**src/rtl/batt_mon.sv**
```systemverilog
// Battery monitor: windowed average of A2D battery samples, hysteresis and
// consecutive-window debounce into OK/LOW/CRIT. Macro BATT_MON_CRIT_LATCH_EN makes CRIT sticky.
module batt_mon #(
  parameter logic [11:0] LOW_THRESH  = 12'h800,
  parameter logic [11:0] HYST        = 12'h040,
  parameter logic [11:0] CRIT_THRESH = 12'h700,
  parameter int unsigned AVG_LOG2    = 3,
  parameter int unsigned DEBOUNCE    = 4
) (
  input  logic        clk,
  input  logic        rst_n,
  input  logic [11:0] batt,
  input  logic        smpl,
  output logic [11:0] batt_avg,
  output logic        avg_vld,
  output logic        batt_low,
  output logic        batt_crit
);

  localparam int unsigned AW     = 12 + AVG_LOG2;
  localparam logic [12:0] OK_LVL = {1'b0, LOW_THRESH} + {1'b0, HYST};
  localparam logic [3:0]  DB     = 4'(DEBOUNCE);

  typedef enum logic [1:0] {ST_OK, ST_LOW, ST_CRIT} state_t;

  logic [AW-1:0]       acc;
  logic [AW-1:0]       sum;
  logic [AVG_LOG2-1:0] cnt;

  state_t     state, state_nxt;
  logic [3:0] dcnt, dcnt_nxt, dcnt_inc, run;
  logic       dir_crit, dir_crit_nxt;
  logic [12:0] avg13;
  logic       low_c, crit_c, ok_c;

  assign sum = acc + {{AVG_LOG2{1'b0}}, batt};

  always_ff @(posedge clk or negedge rst_n) begin
    if (!rst_n) begin
      acc      <= '0;
      cnt      <= '0;
      batt_avg <= '1;
      avg_vld  <= 1'b0;
    end else begin
      avg_vld <= 1'b0;
      if (smpl) begin
        if (cnt == '1) begin
          batt_avg <= sum[AW-1:AVG_LOG2];
          acc      <= '0;
          cnt      <= '0;
          avg_vld  <= 1'b1;
        end else begin
          acc <= sum;
          cnt <= cnt + AVG_LOG2'(1);
        end
      end
    end
  end

  assign avg13    = {1'b0, batt_avg};
  assign low_c    = batt_avg <= LOW_THRESH;
  assign crit_c   = batt_avg <= CRIT_THRESH;
  assign ok_c     = avg13 >= OK_LVL;
  assign dcnt_inc = dcnt + 4'd1;

`ifndef BATT_MON_CRIT_LATCH_EN
  localparam logic [12:0] REC_LVL = {1'b0, CRIT_THRESH} + {1'b0, HYST};
  logic rec_c;
  assign rec_c = avg13 >= REC_LVL;
`endif

  always_comb begin
    state_nxt    = state;
    dcnt_nxt     = dcnt;
    dir_crit_nxt = dir_crit;
    run          = dcnt_inc;
    if (avg_vld) begin
      case (state)
        ST_OK: begin
          if (low_c) begin
            if (dcnt_inc == DB) begin
              state_nxt = ST_LOW;
              dcnt_nxt  = '0;
            end else begin
              dcnt_nxt = dcnt_inc;
            end
          end else begin
            dcnt_nxt = '0;
          end
        end
        ST_LOW: begin
          if (crit_c || ok_c) begin
            // a run continues only if it is the same candidate type as before
            run          = (dcnt != '0 && dir_crit == crit_c) ? dcnt_inc : 4'd1;
            dir_crit_nxt = crit_c;
            if (run == DB) begin
              if (crit_c) state_nxt = ST_CRIT;
              else        state_nxt = ST_OK;
              dcnt_nxt = '0;
            end else begin
              dcnt_nxt = run;
            end
          end else begin
            dcnt_nxt = '0;
          end
        end
        ST_CRIT: begin
`ifndef BATT_MON_CRIT_LATCH_EN
          if (rec_c) begin
            if (dcnt_inc == DB) begin
              state_nxt = ST_LOW;
              dcnt_nxt  = '0;
            end else begin
              dcnt_nxt = dcnt_inc;
            end
          end else begin
            dcnt_nxt = '0;
          end
`endif
        end
        default: begin
          state_nxt = ST_OK;
          dcnt_nxt  = '0;
        end
      endcase
    end
  end

  always_ff @(posedge clk or negedge rst_n) begin
    if (!rst_n) begin
      state     <= ST_OK;
      dcnt      <= '0;
      dir_crit  <= 1'b0;
      batt_low  <= 1'b0;
      batt_crit <= 1'b0;
    end else begin
      state     <= state_nxt;
      dcnt      <= dcnt_nxt;
      dir_crit  <= dir_crit_nxt;
      batt_low  <= (state_nxt != ST_OK);
      batt_crit <= (state_nxt == ST_CRIT);
    end
  end

endmodule
```
**config.mk**
```make
export PLATFORM = sky130hd
export DESIGN_NAME = batt_mon
export DESIGN_NICKNAME = d
export VERILOG_FILES = /design/src/rtl/batt_mon.sv
export SDC_FILE = /design/constraint.sdc
export NUM_CORES = 1
export LEC_CHECK = 0
export CORE_MARGIN = 8
export CORE_UTILIZATION = 49
export DETAILED_ROUTE_END_ITERATION = 12
export PLACE_DENSITY = 0.71
export SLEW_MARGIN = 30
export SYNTH_ARGS = -nofsm -noshare
export SYNTH_HDL_FRONTEND = slang
export SYNTH_SLANG_ARGS = --single-unit
export TNS_END_PERCENT = 100
```
**constraint.sdc**
```tcl
create_clock -name clk -period 2.9 [get_ports clk]
set_input_delay 0.87 -clock clk [delete_from_list [all_inputs] [get_ports clk]]
set_output_delay 0.87 -clock clk [all_outputs]
set_load 0.005 [all_outputs]
```
Word level (Yosys, flattened, before mapping)
Index checks and enable logic that the tools add are counted.
Word-level totals
  register bits: 40
  latch bits: 0
  bits in writable memories: 0
  bits in read-only memories: 0
  output and inout bits: 15
  logic and storage cells: 49
  memories: 0
Cells by class
  $add $sub $neg: 3
  $mul: 0
  div/mod/pow operators: 0
  $lt $le $gt $ge: 4
  eq/ne operators: 7
  shift operators: 0
  muxes and demuxes: 19
  bitwise operators: 0
  reduce and logical (&&, ||, !) cells: 7
Operator list (count)
  $mux 4: 6
  $add 15x12->15: 1
  $mux 15: 1
  $mux 2: 7
  $ge 12x11->1 const B: 1
  $ge 12x12->1 const B: 1
  $le 12x11->1 const B: 1
  $le 12x12->1 const B: 1
  $pmux 4 s3: 1
  $eq 4x3->1 const B: 2
  $pmux 2 s3: 1
  $add 4x1->4 const B: 1
  $eq 2x2->1 const B: 2
  $reduce_bool 4->1: 1
  $add 3x1->3 const B: 1
  $eq 3x3->1 const B: 1
  $mux 3: 1
  $reduce_and 3->1: 1
  $eq 2x1->1 const B: 1
  $logic_not 2->1: 1
  $mux 1: 2
  $reduce_and 2->1: 1
  $reduce_bool 2->1: 1
  $eq 1x1->1: 1
  other kinds (2): 2

Longest topological paths before layout
Gate-level depths: netlist of the first run.
  depth in word-level cells: 10
  gate-level depth with buffers: 9
  depth with buffers taken out: 9

Worst setup path before layout of the first run
Ideal clock, no wire load.
  path type: input-to-reg
  start point: input batt[0]
  end point: register acc[14]
  setup time: 121 ps
  data arrival time: 2493 ps
  required time: 2779 ps
  path slack: 286 ps
  stages: 9
  cells stage by stage: ha_1 -> inv_1 -> fa_1 -> nor2b_1 -> o211ai_1 -> a31o_2 -> a31oi_1 -> o21ai_0 -> a22o_1
On the way
  cells in the longest elaborated chain, start to end: 2
RTL lines
  from (decl): RTL line 12  | input logic [11:0] batt,
  $add 15x12->15: RTL line 36  | assign sum = acc + {{AVG_LOG2{1'b0}}, batt};
  $mux 15: RTL line 47  | if (cnt == '1) begin
  to (signal assigned): RTL line 53  | acc <= sum;
  to (decl): RTL line 26  | logic [AW-1:0] acc;
Every way passes these cells.
A chain may end at the register's enable or synchronous reset.

Worst setup path after layout of the first run
Same ends and word-level chain as after synthesis.

==> summary.md, run 1 <==
| Metric | Value |
|---|---|
| Outcome | finished, final reports clean |
| Root buffer cell | clkbuf_8 |
| Share of cells above drive strength 1 | 0.165 |
| Pleak | 1.40 nW |
| Overall power | 3.08 mW |
| Syn avg cell area | 9.27 um^2 |
| Post-synthesis simple-gate area fraction | 0.171 |
| All-Layer GR Usage | 0.154 |
| Initial antenna violation count | 0 |
| F_max | 357 MHz |
| Reg area | 1020 um^2 |
| First-pass GRT wire length | 9470 um |
| Post-synthesis mux area share | 0.0212 |
| Finished Layout Cells | 391 |
| P_int | 1.89 mW |
| Fin crit share | 0.967 |
| Clock latency on the worst-skew pair | 300 ps |
| Post-DP Area | 3010 um^2 |
| Fin util | 0.620 |
| Crit path max-delay family | compound AO/OA/AOI/OAI gates |
| Comb power frac | 0.511 |
| # IOs | 30 |
| NetSw | around 1.2 mW |
| H-tree Lvls | 2 |
| Diodes inserted | 0 |
| PwrDens | 984 nW/um^2 |
| Largest family of logic cells by synthesized area | compound AO/OA/AOI/OAI gates |
| Clock Sinks | 40 |
| Multi-input combinational cell area | 1400 um^2 |
| Post-Route WL | 5690 um |
| Chip Width | 88.0 um |
| Clock power share | 0.146 |
| Critical Path AT | roughly 3000 ps |
| Post-synthesis xor/xnor area fraction | 0.0310 |
| Wirelength per Cell | 14.5 um |
| DIE AREA | 7740 um^2 |
| Max Slew Vio Count | 0 |
| Antenna-violating nets left | 0 |
| Post-synthesis sequential area ratio | 0.400 |
| Warnings, synthesis | 0 |
| Worst path max stage delay | 460 ps |
| Worst Hold Class | flip-flop to flip-flop |
| Design area | 3130 um^2 |
| # fillers | 459 |
| Synthesized area | 2540 um^2 |
| Clock transition at path regs | 80 ps |
| Post-synth ARST share | 1.00 |
| Hold Vio Cnt, Final | 0 |
| Setup TNS | 0 ps |
| Area share of the leading cell type in the synthesized netlist | 0.276 |
| Crit path time final | ~2800 ps |
| Vias post-DR | between 2,000 and 2,500 |
| Worst vdd ir | 0.558 mV |
| Hold_ws | 484 ps |
| Total core area | 5040 um^2 |
| Vias in the first global route | 2,171 |
| Worst Tran Pin Value | 546 ps |
| Core Rows | 26 |
| Placed instance count | between 300 and 400 |
| Placement Setup Slack | -256 ps |
| CP Cell Sequence | clkdlybuf4s50_1 > ha_1 > inv_1 > fa_1 > nor2b_2 > o211ai_1 > a31o_2 > a31oi_1 > o21ai_0 > a22o_1 |
| Yosys top cell by area | dfrtp_1 |
| Worst setup margin | roughly 95 ps |
| Max-cap viol count | 0 |
| Grt ovf | 0 |
| Drt drc | 0 |
| Final setup vio count | 0 |
| Drt initial violations | 76 |
| Setup bufs post-CTS | 0 |
| Synthesized flop and latch total | 40 |
| Worst setup EP type | flip-flop |
| RSZ-0062 raised after global routing | false |
| WS Path Type | primary input to flip-flop |
| DP HPWL | between 4000 and 5000 um |
| Largest net degree at the start of global routing | 41 |
| Via-to-Cell Ratio | 5.55 |
| CTS tree | built |
| Critical-path top delay cell | clkdlybuf4s50_1 |
| Input/output buffers | 29 |
| CP required | about 3000 ps |
| Area contributors post-synth | dfrtp_1 (28%), dfstp_2 (12%), ha_1 (8.4%), o21ai_0 (4.3%), inv_1 (3.8%) |
| CP bufs+invs | 2 |
| Area Growth Syn to Fin | 23.2% |
| Most frequent cells in the layout | dfrtp_1 (28), clkdlybuf4s50_1 (28), inv_1 (26) |
| Synth Instances | 274 |
| CP max FO | 3 |
| DRT Pass-1 Iters | 4 |
| Post-synth EDFFs | 0 |
| Sw Ratio | 0.387 |
| Post-Synth Adder-Cell Area | 0.0916 |
| Syn nets | 307 |
| Register share of total power | 0.342 |
| Slew headroom | 0.632 |
| Final net count | 353 |
| Clk buf depth | 2 |
| Skew final | 11.5 ps |
| Dominant synthesized flop cell | dfrtp_1 |
| RePlAce Congestion | 0.845 |
| Compound-Gate Fraction of Synth Area | 0.235 |
| Initial Utilization | 0.504 |
| CTS buffer count | 5 |
| Crit start category | primary input |
| Distinct cells, synth | 56 |
| Die height | roughly 88 um |
-- synthesized netlist by cell type (all sizes together) (3+ instances only) --
| cell | count |
|---|---|
| inv | 26 |
| xnor2 | 5 |
| nand3 | 5 |
| o221ai | 3 |
| a21o | 3 |
| a31o | 3 |
| and3 | 7 |
| mux2 | 3 |
| o22ai | 8 |
| nor2b | 6 |
| a21boi | 4 |
| o211ai | 6 |
| buf | 3 |
| nand2b | 5 |
| or4 | 3 |
| a21oi | 17 |
| and2 | 4 |
| xor2 | 4 |
| dfstp | 12 |
| o31ai | 3 |
| dfrtp | 28 |
| clkbuf | 4 |
| ha | 17 |
| nand2 | 24 |
| o21ai | 23 |
| nor2 | 14 |
| nor3b | 3 |
-- layer usage --
layer | up-vias | track usage | part of all wire
met5 | - | 0 | 0
met4 | 0 | 0.0547 | 0.017
met3 | 12 | 0.0375 | 0.050
met2 | 53 | 0.271 | 0.49
met1 | 1023 | 0.177 | 0.45
li1 | 1083 | - | -
-- flip-flops by register name, indices dropped and copies added (netlist names) --
signal and cells:
dir_crit 1, batt_low 1, batt_avg 12, avg_vld 1, batt_crit 1, acc 15
cnt 3, state 2, dcnt 4
-- final cells by class --
type / instances / share of cell area
inverter: 26 / 0.0312
clock inverter: 3 / 0.0136
clock buffer: 5 / 0.0220
multi-input combinational: 201 / 0.448
tap: 70 / 0.0280
sequential: 40 / 0.325
timing repair buffer: 46 / 0.133
-- kinds of logic after synthesis --
family	Yosys count
adders and majority gates	18
DFF	40
muxes	5
and+or+nand+nor	81
buffers and inverters	33
xor gates and xnor gates	9
AOI/OAI and AO/OA	88
-- path summary, 6_finish.rpt --
| path | cells past startpoint | from | slack [ps] | endpoint |
|---|---|---|---|---|
| min reg2reg | 1 | cnt[0] | 480 | cnt[0] |
| min | 1 | cnt[0] | 480 | cnt[0] |
| max in group asynchronous | 1 | rst_n | 1980 | batt_avg[6] |
| max reg2reg | 6 | dcnt[0] | 750 | dcnt[0] |
| min in group asynchronous | 1 | rst_n | 540 | acc[7] |
| max | 10 | batt[0] | 100 | acc[14] |
-- power by group through the flow --
stage                     registers (mW)  logic [mW]  clock network [mW]
after CTS                           1.05        1.57               0.466
final                               1.05        1.57               0.451
after global routing                1.09        1.75               0.496
after detailed placement            1.06        1.56                   0
after floorplan                    0.997        1.02                   0
after global placement              1.06        1.53                   0
-- timing repair --
action / in CTS / in global routing
hold buffers: 0 / 0
endpoints found under the setup margin: 0 / 8
resized for setup: 0 / 4
Power figures use the tool's default switching activity.
==> run 2, diff against run 1 <==
--- a/config.mk
+++ b/config.mk
@@ -5,10 +5,12 @@
 export SDC_FILE = /design/constraint.sdc
 export NUM_CORES = 1
 export LEC_CHECK = 0
+export CAP_MARGIN = 20
 export CORE_MARGIN = 8
 export CORE_UTILIZATION = 49
 export DETAILED_ROUTE_END_ITERATION = 12
 export PLACE_DENSITY = 0.71
+export SETUP_SLACK_MARGIN = 0.1
 export SLEW_MARGIN = 30
 export SYNTH_ARGS = -nofsm -noshare
 export SYNTH_HDL_FRONTEND = slang
==> summary.md, run 2 (synthesis results as in run 1) <==
| Metric | Value |
|---|---|
| Outcome | finished, final reports clean |
| Largest register FFs | 15 (unchanged) |
| Top reg by flops | acc |
| Most frequent cells in the layout | dfrtp_1 (28), clkdlybuf4s50_1 (28), inv_1 (26) |
| WS Path Type | primary input to flip-flop |
| GRT busiest layer | met2 |
| Hold Crit Depth | 1 (unchanged) |
| Hold Buf Count CTS | 0 (unchanged) |
| CTS buffer count | 5 (unchanged) |
| Reg2reg setup slack | 710 ps (-40 ps) |
| CP max FO | 3 (unchanged) |
| DRT Pass-1 Iters | 5 (+1) |
| Hold Vio Cnt, Final | 0 (unchanged) |
| H-tree Lvls | 2 (unchanged) |
| Antenna-violating nets left | 0 (unchanged) |
| Clock Sinks | 40 (unchanged) |
| Initial Utilization | 0.504 (unchanged) |
| Met2 Use GR | 0.272 (+0.000684) |
| Largest net degree at the start of global routing | 41 (unchanged) |
| Register share of total power | 0.340 (-0.002) |
| Drt drc | 0 (unchanged) |
| Wirelength per Cell | 14.6 um (+0.17%) |
| Area Growth Syn to Fin | 24.0% |
| Top Registers | acc x15, batt_avg x12, dcnt x4 |
| NetSw | 1.20 mW (+0.80%) |
| Met1 GRT Util | 0.178 (+0.00112) |
| Critical Path AT | 2950 ps (-40 ps) |
| Drt initial violations | 75 (-1.3%) |
| Root buffer cell | clkbuf_8 |
| Worst Min Path Start | cnt[0] |
| Design area | 3150 um^2 (+0.72%) |
| F_max | 365 MHz (+2.5%) |
| Final setup vio count | 0 (unchanged) |
| Reg2Reg Depth | 6 (unchanged) |
| Max-cap viol count | 0 (unchanged) |
| Clock power share | 0.145 (about the same) |
| Overall power | 3.10 mW (+0.70%) |
| DP HPWL | 4380 um (unchanged) |
| RSZ-0062 raised after global routing | false |
| Fin crit share | 0.943 (-0.0236) |
| Post-Route WL | 5710 um (+0.42%) |
| All-Layer GR Usage | 0.155 (+0.000589) |
| Fin util | 0.625 (+0.00447) |
| Setup TNS | 0 ps (unchanged) |
| Hold_ws | 483 ps (-0.465 ps) |
| Reg-to-reg critical path startpoint | dcnt[0] |
| Pleak | 1.40 nW (+0.45%) |
| Core Rows | 26 (unchanged) |
| RePlAce Congestion | 0.845 (unchanged) |
| Initial antenna violation count | 0 (unchanged) |
| Crit start category | primary input |
| Total core area | 5040 um^2 (unchanged) |
| PwrDens | 984 nW/um^2 (about the same) |
| Max Slew Vio Count | 0 (unchanged) |
| Final net count | 354 (+0.28%) |
| # IOs | 30 (unchanged) |
| Clock latency on the worst-skew pair | 290 ps (about the same) |
| Endpoint, Worst Hold | cnt[0] |
| Comb power frac | 0.515 (+0.004) |
| Vias post-DR | 2,181 (+0.46%) |
| Skew final | 11.1 ps (-0.386 ps) |
| Post-DP Area | 3010 um^2 (unchanged) |
| # fillers | 455 (-0.87%) |
| Worst Hold Class | flip-flop to flip-flop |
| CTS tree | built |
| Via-to-Cell Ratio | 5.56 (+0.20%) |
| Worst Tran Pin Value | 561 ps (+14.5 ps) |
| Grt ovf | 0 (unchanged) |
| Sw Ratio | 0.387 (about the same) |
| First-pass GRT wire length | 9520 um (+0.52%) |
| Worst setup EP type | flip-flop |
| Clk buf depth | 2 (unchanged) |
| Slew headroom | 0.622 (-0.00978) |
| Clock transition at path regs | 70 ps (about the same) |
| Die height | 88.0 um (unchanged) |
| Vias in the first global route | 2,179 (+0.37%) |
| Share of cells above drive strength 1 | 0.180 (+0.0150) |
| Diodes inserted | 0 (unchanged) |
| DIE AREA | 7740 um^2 (unchanged) |
| Crit path time final | 2740 ps (-68.5 ps) |
| CP required | 3110 ps (+20 ps) |
| Worst vdd ir | 0.559 mV (+0.20%) |
| P_int | 1.90 mW (+0.64%) |
| M3 GR Usage | 0.0375 (unchanged) |
| Reg-to-Reg End | dcnt[0] |
| Chip Width | 88.0 um (unchanged) |
| Input/output buffers | 29 (unchanged) |
## run 2: cell types whose count changed in the layout (fill, tap and decap cells not counted)
cell     previous run  this run
o31ai_2             0         1
a31oi_2             0         1
fa_2                0         1
and3b_2             0         1
a31oi_1             1         0
fa_1                1         0
buf_4              18        19
and3b_1             1         0
o31ai_1             3         2
## run 2: timing repair
action,CTS,global route
buffers inserted,0,1
gates resized for setup,2,6
endpoints found under the setup margin,5,10
pin swaps,0,1
## run 2: worst max path at each step
stage / from / end / depth (start not counted)
final: batt[0] / batt_avg[9] / 10
after global routing: batt[0] / acc[8] / 10
after CTS: batt[0] / acc[8] / 10
after detailed placement: batt[0] / acc[8] / 10
after global placement: batt[0] / acc[8] / 10
after floorplan: batt[0] / acc[14] / 9
## run 2: critical path, cell delays in order
cell and delay (ps):
clkdlybuf4s50_1 460, ha_1 160, inv_1 60, fa_2 340
nor2b_2 140, o211ai_1 120, a31o_2 280, a21oi_1 170
nor4_1 70, a221o_1 280
## run 2: through the flow
stage               instances  setup WS (ps)
floorplan                 274            286
global placement          383           -200
detailed placement        383           -256
CTS                       391            100
global route              392           74.1
finish                    392            164
## run 2: layout make-up
cell class,count,area (um^2),share of cell area
Multi-Input combinational cell,201,1420,0.449
Sequential cell,40,1020,0.322
Timing Repair Buffer,47,423,0.134
Inverter,26,97.6,0.0310
Tap cell,70,87.6,0.0278
Clock buffer,5,68.8,0.0218
Clock inverter,3,42.5,0.0135
## run 2: power groups by stage
stage          registers [mW]  logic, mW  clock network, mW
2_1_floorplan           0.997       1.02                  0
3_3_place_gp             1.06       1.53                  0
3_5_place_dp             1.06       1.56                  0
4_1_cts                  1.05       1.57              0.466
5_1_grt                  1.09       1.78              0.496
6_report                 1.05       1.60              0.450
## run 2: metal layers
layer  wire, um  part of all wire
met1       2590              0.45
met2       2760              0.48
met3        268             0.047
met4         89             0.016
met5          0                 0
==> run 3, diff against run 2 <==
--- a/config.mk
+++ b/config.mk
@@ -6,10 +6,10 @@
 export NUM_CORES = 1
 export LEC_CHECK = 0
 export CAP_MARGIN = 20
+export CORE_ASPECT_RATIO = 1.75
 export CORE_MARGIN = 8
-export CORE_UTILIZATION = 49
+export CORE_UTILIZATION = 25
 export DETAILED_ROUTE_END_ITERATION = 12
-export PLACE_DENSITY = 0.71
 export SETUP_SLACK_MARGIN = 0.1
 export SLEW_MARGIN = 30
 export SYNTH_ARGS = -nofsm -noshare
==> summary.md, run 3 (synthesis results as in run 1) <==
| Metric | Value |
|---|---|
| Outcome | finished, final reports clean |
| Slew headroom | 0.609 (-0.0134) |
| First-pass GRT wire length | 11,100 um (+16%) |
| Antenna-violating nets left | 0 (unchanged) |
| Finished Layout Cells | 452 (+15%) |
| Core Rows | 48 (+85%) |
| Multi-input combinational cell area | 1450 um^2 (+2.5%) |
| Hold_ws | 477 ps (-6.20 ps) |
| CTS tree | built |
| Pleak | 1.47 nW (+4.7%) |
| Worst Tran Pin Value | 581 ps (+19.9 ps) |
| All-Layer GR Usage | 0.0979 (-0.0570) |
| Vias in the first global route | 2,273 (+4.3%) |
| Die height | 149 um (+70%) |
| Via-to-Cell Ratio | 4.95 (-11%) |
| CP required | 3110 ps (about the same) |
| Crit start category | primary input |
| Worst setup EP type | flip-flop |
| Drt drc | 0 (unchanged) |
| DRT Pass-1 Iters | 5 (unchanged) |
| Initial antenna violation count | 0 (unchanged) |
| Final setup vio count | 0 (unchanged) |
| Reg2reg setup slack | 720 ps (about the same) |
| Largest net degree at the start of global routing | 41 (unchanged) |
| Clk buf depth | 2 (unchanged) |
| Root buffer cell | clkbuf_16 |
| Most common cell after layout, fill and taps aside | dfrtp_1 |
| Reg area | 1020 um^2 (unchanged) |
| Post-Route WL | 6510 um (+14%) |
| Hold Vio Cnt, Final | 0 (unchanged) |
| Area Growth Syn to Fin | 31.6% |
| Placement Setup Slack | -304 ps (-47.1 ps) |
| DIE AREA | 13,800 um^2 (+78%) |
| Crit. Startpoint | batt[7] |
| Input/output buffers | 29 (unchanged) |
| Chip Width | 92.2 um (+4.8%) |
| CTS buffer count | 5 (unchanged) |
| Fin util | 0.337 (-0.287) |
| Top reg by flops | acc |
| Crit path time final | 2730 ps (-4.89 ps) |
| Clock latency on the worst-skew pair | 280 ps (about the same) |
| WS Path Type | primary input to flip-flop |
| Final net count | 360 (+1.7%) |
| PwrDens | 1000 nW/um^2 (+1.7%) |
| DP HPWL | 4980 um (+14%) |
| CP max FO | 4 (+1) |
| Crit path to | batt_avg[9] |
| Max-cap viol count | 0 (unchanged) |
| Diodes inserted | 0 (unchanged) |
| Reg2Reg Depth | 6 (unchanged) |
| Clock transition at path regs | 60 ps (about the same) |
| Setup TNS | 0 ps (unchanged) |
| Drt initial violations | 87 (+16%) |
| Critical Path AT | 2940 ps (about the same) |
| Total core area | 9910 um^2 (+97%) |
| # IOs | 30 (unchanged) |
| H-tree Lvls | 2 (unchanged) |
| Top Registers | acc x15, batt_avg x12, dcnt x4 |
| Worst Hold Class | flip-flop to flip-flop |
| F_max | 366 MHz (+0.18%) |
| RePlAce Congestion | 0.835 (-1.2%) |
| Clock Sinks | 40 (unchanged) |
| Share of cells above drive strength 1 | 0.214 (+0.0339) |
| Reg-to-reg critical path startpoint | dcnt[0] |
| Grt ovf | 0 (unchanged) |
| Worst setup margin | 169 ps (+4.89 ps) |
| Vias post-DR | 2,238 (+2.6%) |
| Skew final | 5.97 ps (-5.18 ps) |
| Fin crit share | 0.942 (-0.00169) |
| # fillers | 1,054 (+130%) |
| Most frequent cells in the layout | dfrtp_1 (28), clkdlybuf4s50_1 (27), inv_1 (25), buf_4 (25), nand2_1 (24) |
| RSZ-0062 raised after global routing | true |
| Reg-to-Reg End | dcnt[0] |
| Placed instance count | 443 (+16%) |
| Wirelength per Cell | 14.4 um (-1.2%) |
| Max Slew Vio Count | 0 (unchanged) |
| Worst vdd ir | 0.446 mV (-20%) |
| Initial Utilization | 0.256 (-0.247) |
| Largest register FFs | 15 (unchanged) |
[run 3: cell types whose count changed in the layout (fill, tap and decap cells not counted), moves of 2 or more]
cell,before,now
buf_4,19,25
clkbuf_16,0,5
a21oi_2,0,2
a21oi_1,17,15
clkbuf_8,5,2
[run 3: what timing repair did]
action / in CTS / in global routing
setup endpoints to repair: 8 / 11
setup buffers: 1 / 1
pin swaps: 0 / 9
gates resized for setup: 6 / 12
hold buffers: 0 / 0
[run 3: cell type report]
type                    count  share of cell area
clock buffers               7              0.0457
multi-input cells         201               0.434
well taps                 125              0.0468
flip-flops and latches     40               0.304
repair buffers             53               0.141
inverters                  26              0.0292
[run 3: stage by stage]
stage                     cell area (um^2)  power [mW]
after floorplan                       2540        2.02
after global placement                3120        2.66
after detailed placement              3120        2.70
after CTS                             3290        3.32
after global routing                  3340        3.63
final                                 3340        3.35
[run 3: worst min-delay path by stage]
stage | cells past startpoint | end | startpoint | slack, ps
global route | 1 | cnt[0] | cnt[0] | 510
floorplan | 1 | cnt[0] | cnt[0] | 460
CTS | 1 | cnt[0] | cnt[0] | 490
finish | 1 | cnt[0] | cnt[0] | 480
global placement | 1 | cnt[0] | cnt[0] | 470
detailed placement | 1 | cnt[0] | cnt[0] | 480
[run 3: critical path: stages]
cell	delay, ps
clkdlybuf4s50_1	410
ha_1	350
buf_4	160
a21oi_1	340
o21ai_0	130
inv_1	110
and2_1	170
o21ai_1	90
a221o_1	300
[run 3: layer usage]
layer / wire, um / vias to the layer above / global-route usage / share of wire
li1: - / 1096 / - / -
met1: 2710 / 1088 / 0.112 / 0.42
met4: 93 / 0 / 0.0381 / 0.014
met2: 3430 / 45 / 0.172 / 0.53
met5: 0 / - / 0 / 0
met3: 265 / 9 / 0.0207 / 0.041
[run 3: power breakdown]
| group | switching, mW | leakage (nW) | internal, mW | total [mW] |
|---|---|---|---|---|
| Combinational | 0.818 | 0.912 | 0.889 | 1.71 |
| Sequential | 0.230 | 0.480 | 0.833 | 1.06 |
| Clock | 0.214 | 0.0760 | 0.361 | 0.575 |
| Total | 1.26 | 1.47 | 2.08 | 3.35 |
